`src/rtl/div_seq_ctrl.sv`:
```
// div_seq_ctrl
// Sequencing controller for a repeated-subtraction divider. It holds the
// running remainder and divisor, and drives the load/increment strobes of an
// external quotient counter that samples them on the falling clock edge.
//
// Ports:
//   i_clk       rising-edge clock
//   i_rst       synchronous active-low reset
//   i_start     division request, sampled only in IDLE
//   i_dividend  unsigned dividend, captured on an accepted start
//   i_divisor   unsigned divisor, captured on an accepted start
//   o_busy      high in LOAD and SUB
//   o_done      one-cycle pulse in DONE
//   o_dz_err    divisor was zero; held until the next accepted start
//   o_rem       remainder; held until the next accepted start
//   o_q_ld      quotient register load strobe (LOAD only)
//   o_q_din     quotient register load value (always zero)
//   o_q_upd     quotient register increment strobe (one per subtraction)
module div_seq_ctrl #(
    parameter int WIDTH = 8
) (
    input  logic             i_clk,
    input  logic             i_rst,
    input  logic             i_start,
    input  logic [WIDTH-1:0] i_dividend,
    input  logic [WIDTH-1:0] i_divisor,
    output logic             o_busy,
    output logic             o_done,
    output logic             o_dz_err,
    output logic [WIDTH-1:0] o_rem,
    output logic             o_q_ld,
    output logic [WIDTH-1:0] o_q_din,
    output logic             o_q_upd
);

    typedef enum logic [1:0] {
        S_IDLE = 2'd0,
        S_LOAD = 2'd1,
        S_SUB  = 2'd2,
        S_DONE = 2'd3
    } state_t;

    state_t           r_state;
    state_t           w_next;
    logic [WIDTH-1:0] r_rem;
    logic [WIDTH-1:0] r_div;
    logic             r_dz;
    logic             w_ge;

    // Subtraction is only performed when this holds, so R-D never wraps.
    assign w_ge = (r_rem >= r_div);

    always_ff @(posedge i_clk) begin
        if (!i_rst) begin
            r_state <= S_IDLE;
            r_rem   <= '0;
            r_div   <= '0;
            r_dz    <= 1'b0;
        end else begin
            r_state <= w_next;
            case (r_state)
                S_IDLE: begin
                    if (i_start) begin
                        r_rem <= i_dividend;
                        r_div <= i_divisor;
                        r_dz  <= (i_divisor == '0);
                    end
                end
                S_SUB: begin
                    if (w_ge) begin
                        r_rem <= r_rem - r_div;
                    end
                end
                default: ;
            endcase
        end
    end

    // Strobes are decoded from registered state only, so they settle well
    // before the falling edge where the quotient register samples them.
    always_comb begin
        w_next  = r_state;
        o_busy  = 1'b0;
        o_done  = 1'b0;
        o_q_ld  = 1'b0;
        o_q_upd = 1'b0;
        case (r_state)
            S_IDLE: begin
                if (i_start) w_next = S_LOAD;
            end
            S_LOAD: begin
                o_busy = 1'b1;
                o_q_ld = 1'b1;
                w_next = r_dz ? S_DONE : S_SUB;
            end
            S_SUB: begin
                o_busy = 1'b1;
                if (w_ge) begin
                    o_q_upd = 1'b1;
                end else begin
                    w_next = S_DONE;
                end
            end
            S_DONE: begin
                o_done = 1'b1;
                w_next = S_IDLE;
            end
            default: w_next = S_IDLE;
        endcase
    end

    assign o_rem    = r_rem;
    assign o_dz_err = r_dz;
    assign o_q_din  = '0;

endmodule

```
`config.mk`:
```
export PLATFORM = sky130hd
export DESIGN_NAME = div_seq_ctrl
export DESIGN_NICKNAME = d
export VERILOG_FILES = /design/src/rtl/div_seq_ctrl.sv
export SDC_FILE = /design/constraint.sdc
export NUM_CORES = 1
export LEC_CHECK = 0
export BUFFER_PORTS_ARGS = -buffer_cell sky130_fd_sc_hd__buf_2
export CAP_MARGIN = 25
export CORE_UTILIZATION = 50
export DETAILED_ROUTE_END_ITERATION = 16
export PLACE_DENSITY = 0.87
export SLEW_MARGIN = 25
export SYNTH_ARGS = -nofsm -noshare
export SYNTH_HDL_FRONTEND = slang
export SYNTH_SLANG_ARGS = --single-unit
```
`constraint.sdc`:
```
create_clock -name i_clk -period 2.6 [get_ports i_clk]
set_input_delay 0.52 -clock i_clk [delete_from_list [all_inputs] [get_ports i_clk]]
set_output_delay 0.52 -clock i_clk [all_outputs]
set_load 0.01 [all_outputs]
```
# --- Word level (Yosys, flattened, before mapping) ---
# Index checks and enable logic that the tools add are counted.
classes:
  n_addsub: 1
  order_cmp: 1
  eq_ne: 6
  muxes: 12
  n_reduce_logical: 7
op_table:
  columns: ["cell", "n"]
  rows:
  - ["8-bit two-way mux", 2]
  - ["8-bit one-hot mux with 2 select lines", 1]
  - ["8-bit greater-or-equal comparator", 1]
  - ["8-bit zero test", 1]
  - ["2-bit one-hot mux with 4 select lines", 1]
  - ["8-bit subtractor", 1]
  - ["1-bit two-way mux", 6]
  - ["2-bit != test, second input constant", 3]
  - ["2-bit equality test, second input constant", 2]
  - ["2-bit two-way mux", 2]
  - ["2-bit AND reduction", 2]
  - ["3-bit AND reduction", 1]
  - ["2-bit by 1-bit equality test with 1-bit output, second input constant", 1]
  - ["2-bit zero test", 1]
  - ["2-bit nonzero test", 1]
  - ["2-bit OR reduction", 1]
word_totals:
  regBits: 19
  inputBits: 19
  word_cells: 31

# --- Longest topological paths before layout ---
logic_depth:
  word_depth: 3
  mapped_depth: 10
  mapped_depth_nobuf: 9

# --- Worst setup path before layout ---
# Ideal clock, no wire load.
synth_timing:
  kind: "register -> register"
  startpoint: "register r_rem[0] (netlist: o_rem[0])"
  endpoint: "register r_state[0]"
  setup_time_ps: 86
  arrival_ps: 2202
  t_required_ps: 2514
  setup_slack_ps: 312
  path_stages_with_launch: 10
  path_buffers: 0
  path_cell_list: "dfxtp_1 inv_1 ha_1 inv_1 fa_1 a211o_1 a21oi_4 o211ai_4 or3_1 a221oi_2"
synth_between:
  elab_chain_len: 3
synth_rtl:
  columns: ["item", "line_no", "source"]
  rows:
  - ["from (decl)", "45", "logic [WIDTH-1:0] r_rem;"]
  - ["from (signal assigned)", "64", "r_rem <= i_dividend;"]
  - ["from (signal assigned)", "71", "r_rem <= r_rem - r_div;"]
  - ["8-bit greater-or-equal comparator", "51", "assign w_ge = (r_rem >= r_div);"]
  - ["2-bit != test (no source line)", null, null]
  - ["2-bit AND reduction (no source line)", null, null]
  - ["to (signal assigned)", "60", "r_state <= w_next;"]
  - ["to (decl)", "43", "state_t r_state;"]
# No other way between the ends.
# A chain may end at the register's enable or synchronous reset.

# --- Worst setup path after layout ---
layout_timing:
  startpoint: "register r_div[0]"
  endpoint: "output port o_q_upd"
layout_between:
  elab_chain_len: 3
layout_rtl:
  columns: ["item", "line_no", "source"]
  rows:
  - ["from (decl)", "46", "logic [WIDTH-1:0] r_div;"]
  - ["from (signal assigned)", "65", "r_div <= i_divisor;"]
  - ["8-bit greater-or-equal comparator", "51", null]
  - ["1-bit two-way mux", "98", "if (w_ge) begin"]
  - ["1-bit two-way mux", "87", "case (r_state)"]
  - ["to (decl)", "33", "output logic o_q_upd"]
# No other way between the ends.

==> metrics <==
Synth Flop Type dfxtp_1; initial core utilization 54.9%; Distinct cells, synth 43; Power Density 1250 nW/um^2; hold crit path type input pin to flip-flop; Max Clk Rate 0.393 GHz; Synth-to-Final Area Change 14.7%; die height 55.3 um; first-pass GRT wire length 4710 um; flops & latches, synth 19; layout cells sized above 1 23.7%; largest net degree at the start of global routing 19; total congestion overflow 0; internal power 1.06 mW; Min Clock Period, post-route 2.54 ns; 1st-iter DRT viols 43; Synth warnings 0; WL/cell 13.1 um; data required time of the critical path 2.08 ns; VDD IR-drop max 0.754 mV; initial antenna violation count 0; Mapped Area 1420 um^2; non-filler cells, final 241; routed via count 1284; Tot Pwr 2.03 mW; Setup Viol. Count Final 0; Cells after Synth 179; clk_skew 0.00989 ns; max_slew headroom 57.0%; Logic pwr share 70.0%; CTS root buf clkbuf_4; Skew-Pair Late Insertion Delay 0.30 ns; Hold Buf Count CTS 0; number of global-route vias before repair 1084; FFs w/ async S/R, synth 0%; register area share after synthesis 26.7%; sequential power share 22.5%; syn_area_per_cell 7.95 um^2; Setup TNS 0 ns; Worst-Margin Slew 0.644 ns; DR vias/cell 5.33; final worst-path cycle share 97.8%; first drt pass iteration count 4; CTS H-tree lvls 1; most common cell after layout, fill and taps aside buf_2; NetSw 970 uW; number of enable flip-flop cells after synthesis 0; drc violations 0; worst stage delay on the critical path 0.40 ns; routed wire length 3170 um; Crit. End Element output port; clk sink count 19; crit path cell chain ha_4 -> inv_2 -> fa_2 -> a211o_1 -> a21oi_4 -> o211ai_4 -> buf_2; Hold Fails Final Rpt 0; Final ANT Viol Nets 0; Die Width 55.3 um; Util after Layout 63.0%; GP Congestion 0.861; CTS tree yes; Hold Path Depth 3; CP Class flip-flop to output port; CP max stage cell dfxtp_1; R2R cell count 9; Slew Limit Fails 0; Leak Pwr 0.721 nW; dominant cell type by area after synthesis dfxtp_1; MaxCap Viol Count 0; FF-to-FF setup slack 0.17 ns; PortBufs 31; core box area 2590 um^2; CP max FO 3; # IOs 40; Max Buffers Root-to-Sink 2; element type at the critical path start flip-flop; Clock transition at path regs 0.12 ns; die area 3060 um^2; Crit path arrival time 2.02 ns; most frequent cells in the layout buf_2, nand2_1, dfxtp_1; top cell type's share of synthesized area 26.7%; Final HPWL DP 2280 um; Antenna Cells 0; status finished, final reports clean; Placed Instances 234; Overall Global Routing Usage 18.8%; Clock power frac 7.5%; Row Count 18; TritonCTS Buffers 3; synth top area cells dfxtp_1, ha_1, nand2_1; switching share of total power 47.7%; fin nets 245; fillers 243
-- metrics by stage --
step,worst slack [ns],area [um^2],hold slack [ns]
after floorplan,0.312,1450,0.436
after global placement,0.269,1560,0.442
after detailed placement,0.228,1560,0.450
after CTS,0.0338,1600,0.446
after global routing,-0.0325,1630,0.455
final,0.0561,1630,0.460
-- layer usage --
layer / global-route usage (%) / share of wire [%] / vias to the layer above
li1: - / - / 664
met5: 0 / 0 / -
met1: 25.4 / 47 / 582
met4: 5.71 / 1.4 / 0
met2: 30.6 / 47 / 34
met3: 3.28 / 4.2 / 4
-- final timing paths --
| kind | startpoint | end |
|---|---|---|
| hold / removal | i_divisor[5] | r_div[5]$_SDFFE_PN0P_ |
| setup / recovery | r_div[0]$_SDFFE_PN0P_ | o_q_upd |
| setup reg to reg | r_div[0]$_SDFFE_PN0P_ | o_rem[7]$_SDFFE_PN0P_ |
| hold reg to reg | r_div[2]$_SDFFE_PN0P_ | r_div[2]$_SDFFE_PN0P_ |
-- worst max-delay path, delay by kind of cell, from the launching register on --
family / cells / cell delay [ns]
DFF: 1 / 0.40
AOI/OAI and AO/OA: 3 / 0.64
buffers and inverters: 2 / 0.19
adders and majority gates: 2 / 0.51
-- area by class of cell --
type,count,area [um^2],share of cell area [%]
Clock buffer,3,22.5,1.38
Inverter,14,52.6,3.22
Clock inverter,1,5.00,0.307
Sequential cell,19,382,23.4
Multi-Input combinational cell,138,936,57.4
Timing Repair Buffer,36,196,12.0
Tap cell,30,37.5,2.30
-- cells by family (layout without fill, tap and decap cells) --
| kind of cell | count (synthesis) | after routing | share of synthesized area [%] |
|---|---|---|---|
| buffers and inverters | 29 | 54 | 10.4 |
| adder cells (fa/ha/maj) | 14 | 14 | 12.8 |
| XOR/XNOR | 3 | 3 | 1.85 |
| flip-flops | 19 | 19 | 26.7 |
| multiplexers | 8 | 8 | 5.72 |
| AO/OA/AOI/OAI | 40 | 40 | 20.9 |
| AND/OR/NAND/NOR | 65 | 65 | 21.3 |
| other | 1 | 8 | 0.264 |
-- power by group through the flow --
stage | combinational [mW] | sequential, mW | clock [mW]
CTS | 1.35 | 0.453 | 0.163
floorplan | 1.06 | 0.466 | 0
global placement | 1.28 | 0.455 | 0
finish | 1.42 | 0.458 | 0.152
detailed placement | 1.31 | 0.458 | 0
global route | 1.55 | 0.468 | 0.172
-- flip-flops by register name, indices dropped and copies added (netlist names) --
name      cells
o_dz_err      1
o_rem         8
r_div         8
r_state       2
-- repair_timing --
action / 4_1_cts / 5_1_grt
setup endpoints to repair: 1 / 1
setup buffers: 1 / 2
resized for setup: 1 / 6
pin swaps: 2 / 4
-- synthesized netlist by cell type (2+ instances only) --
library cell / count
nand2b_1: 6
nor4_1: 3
clkbuf_1: 5
a21o_1: 2
nor2b_1: 4
dfxtp_1: 19
nand3_1: 5
buf_4: 8
o21ai_0: 2
a31oi_1: 2
o21ai_1: 3
or2_1: 2
a211o_1: 2
ha_1: 13
xnor2_1: 3
o31ai_1: 2
inv_1: 13
a21oi_1: 12
nand2_1: 26
mux2i_1: 7
a211oi_1: 3
nor2_1: 14
o211ai_1: 3
Power figures use the tool's default switching activity.
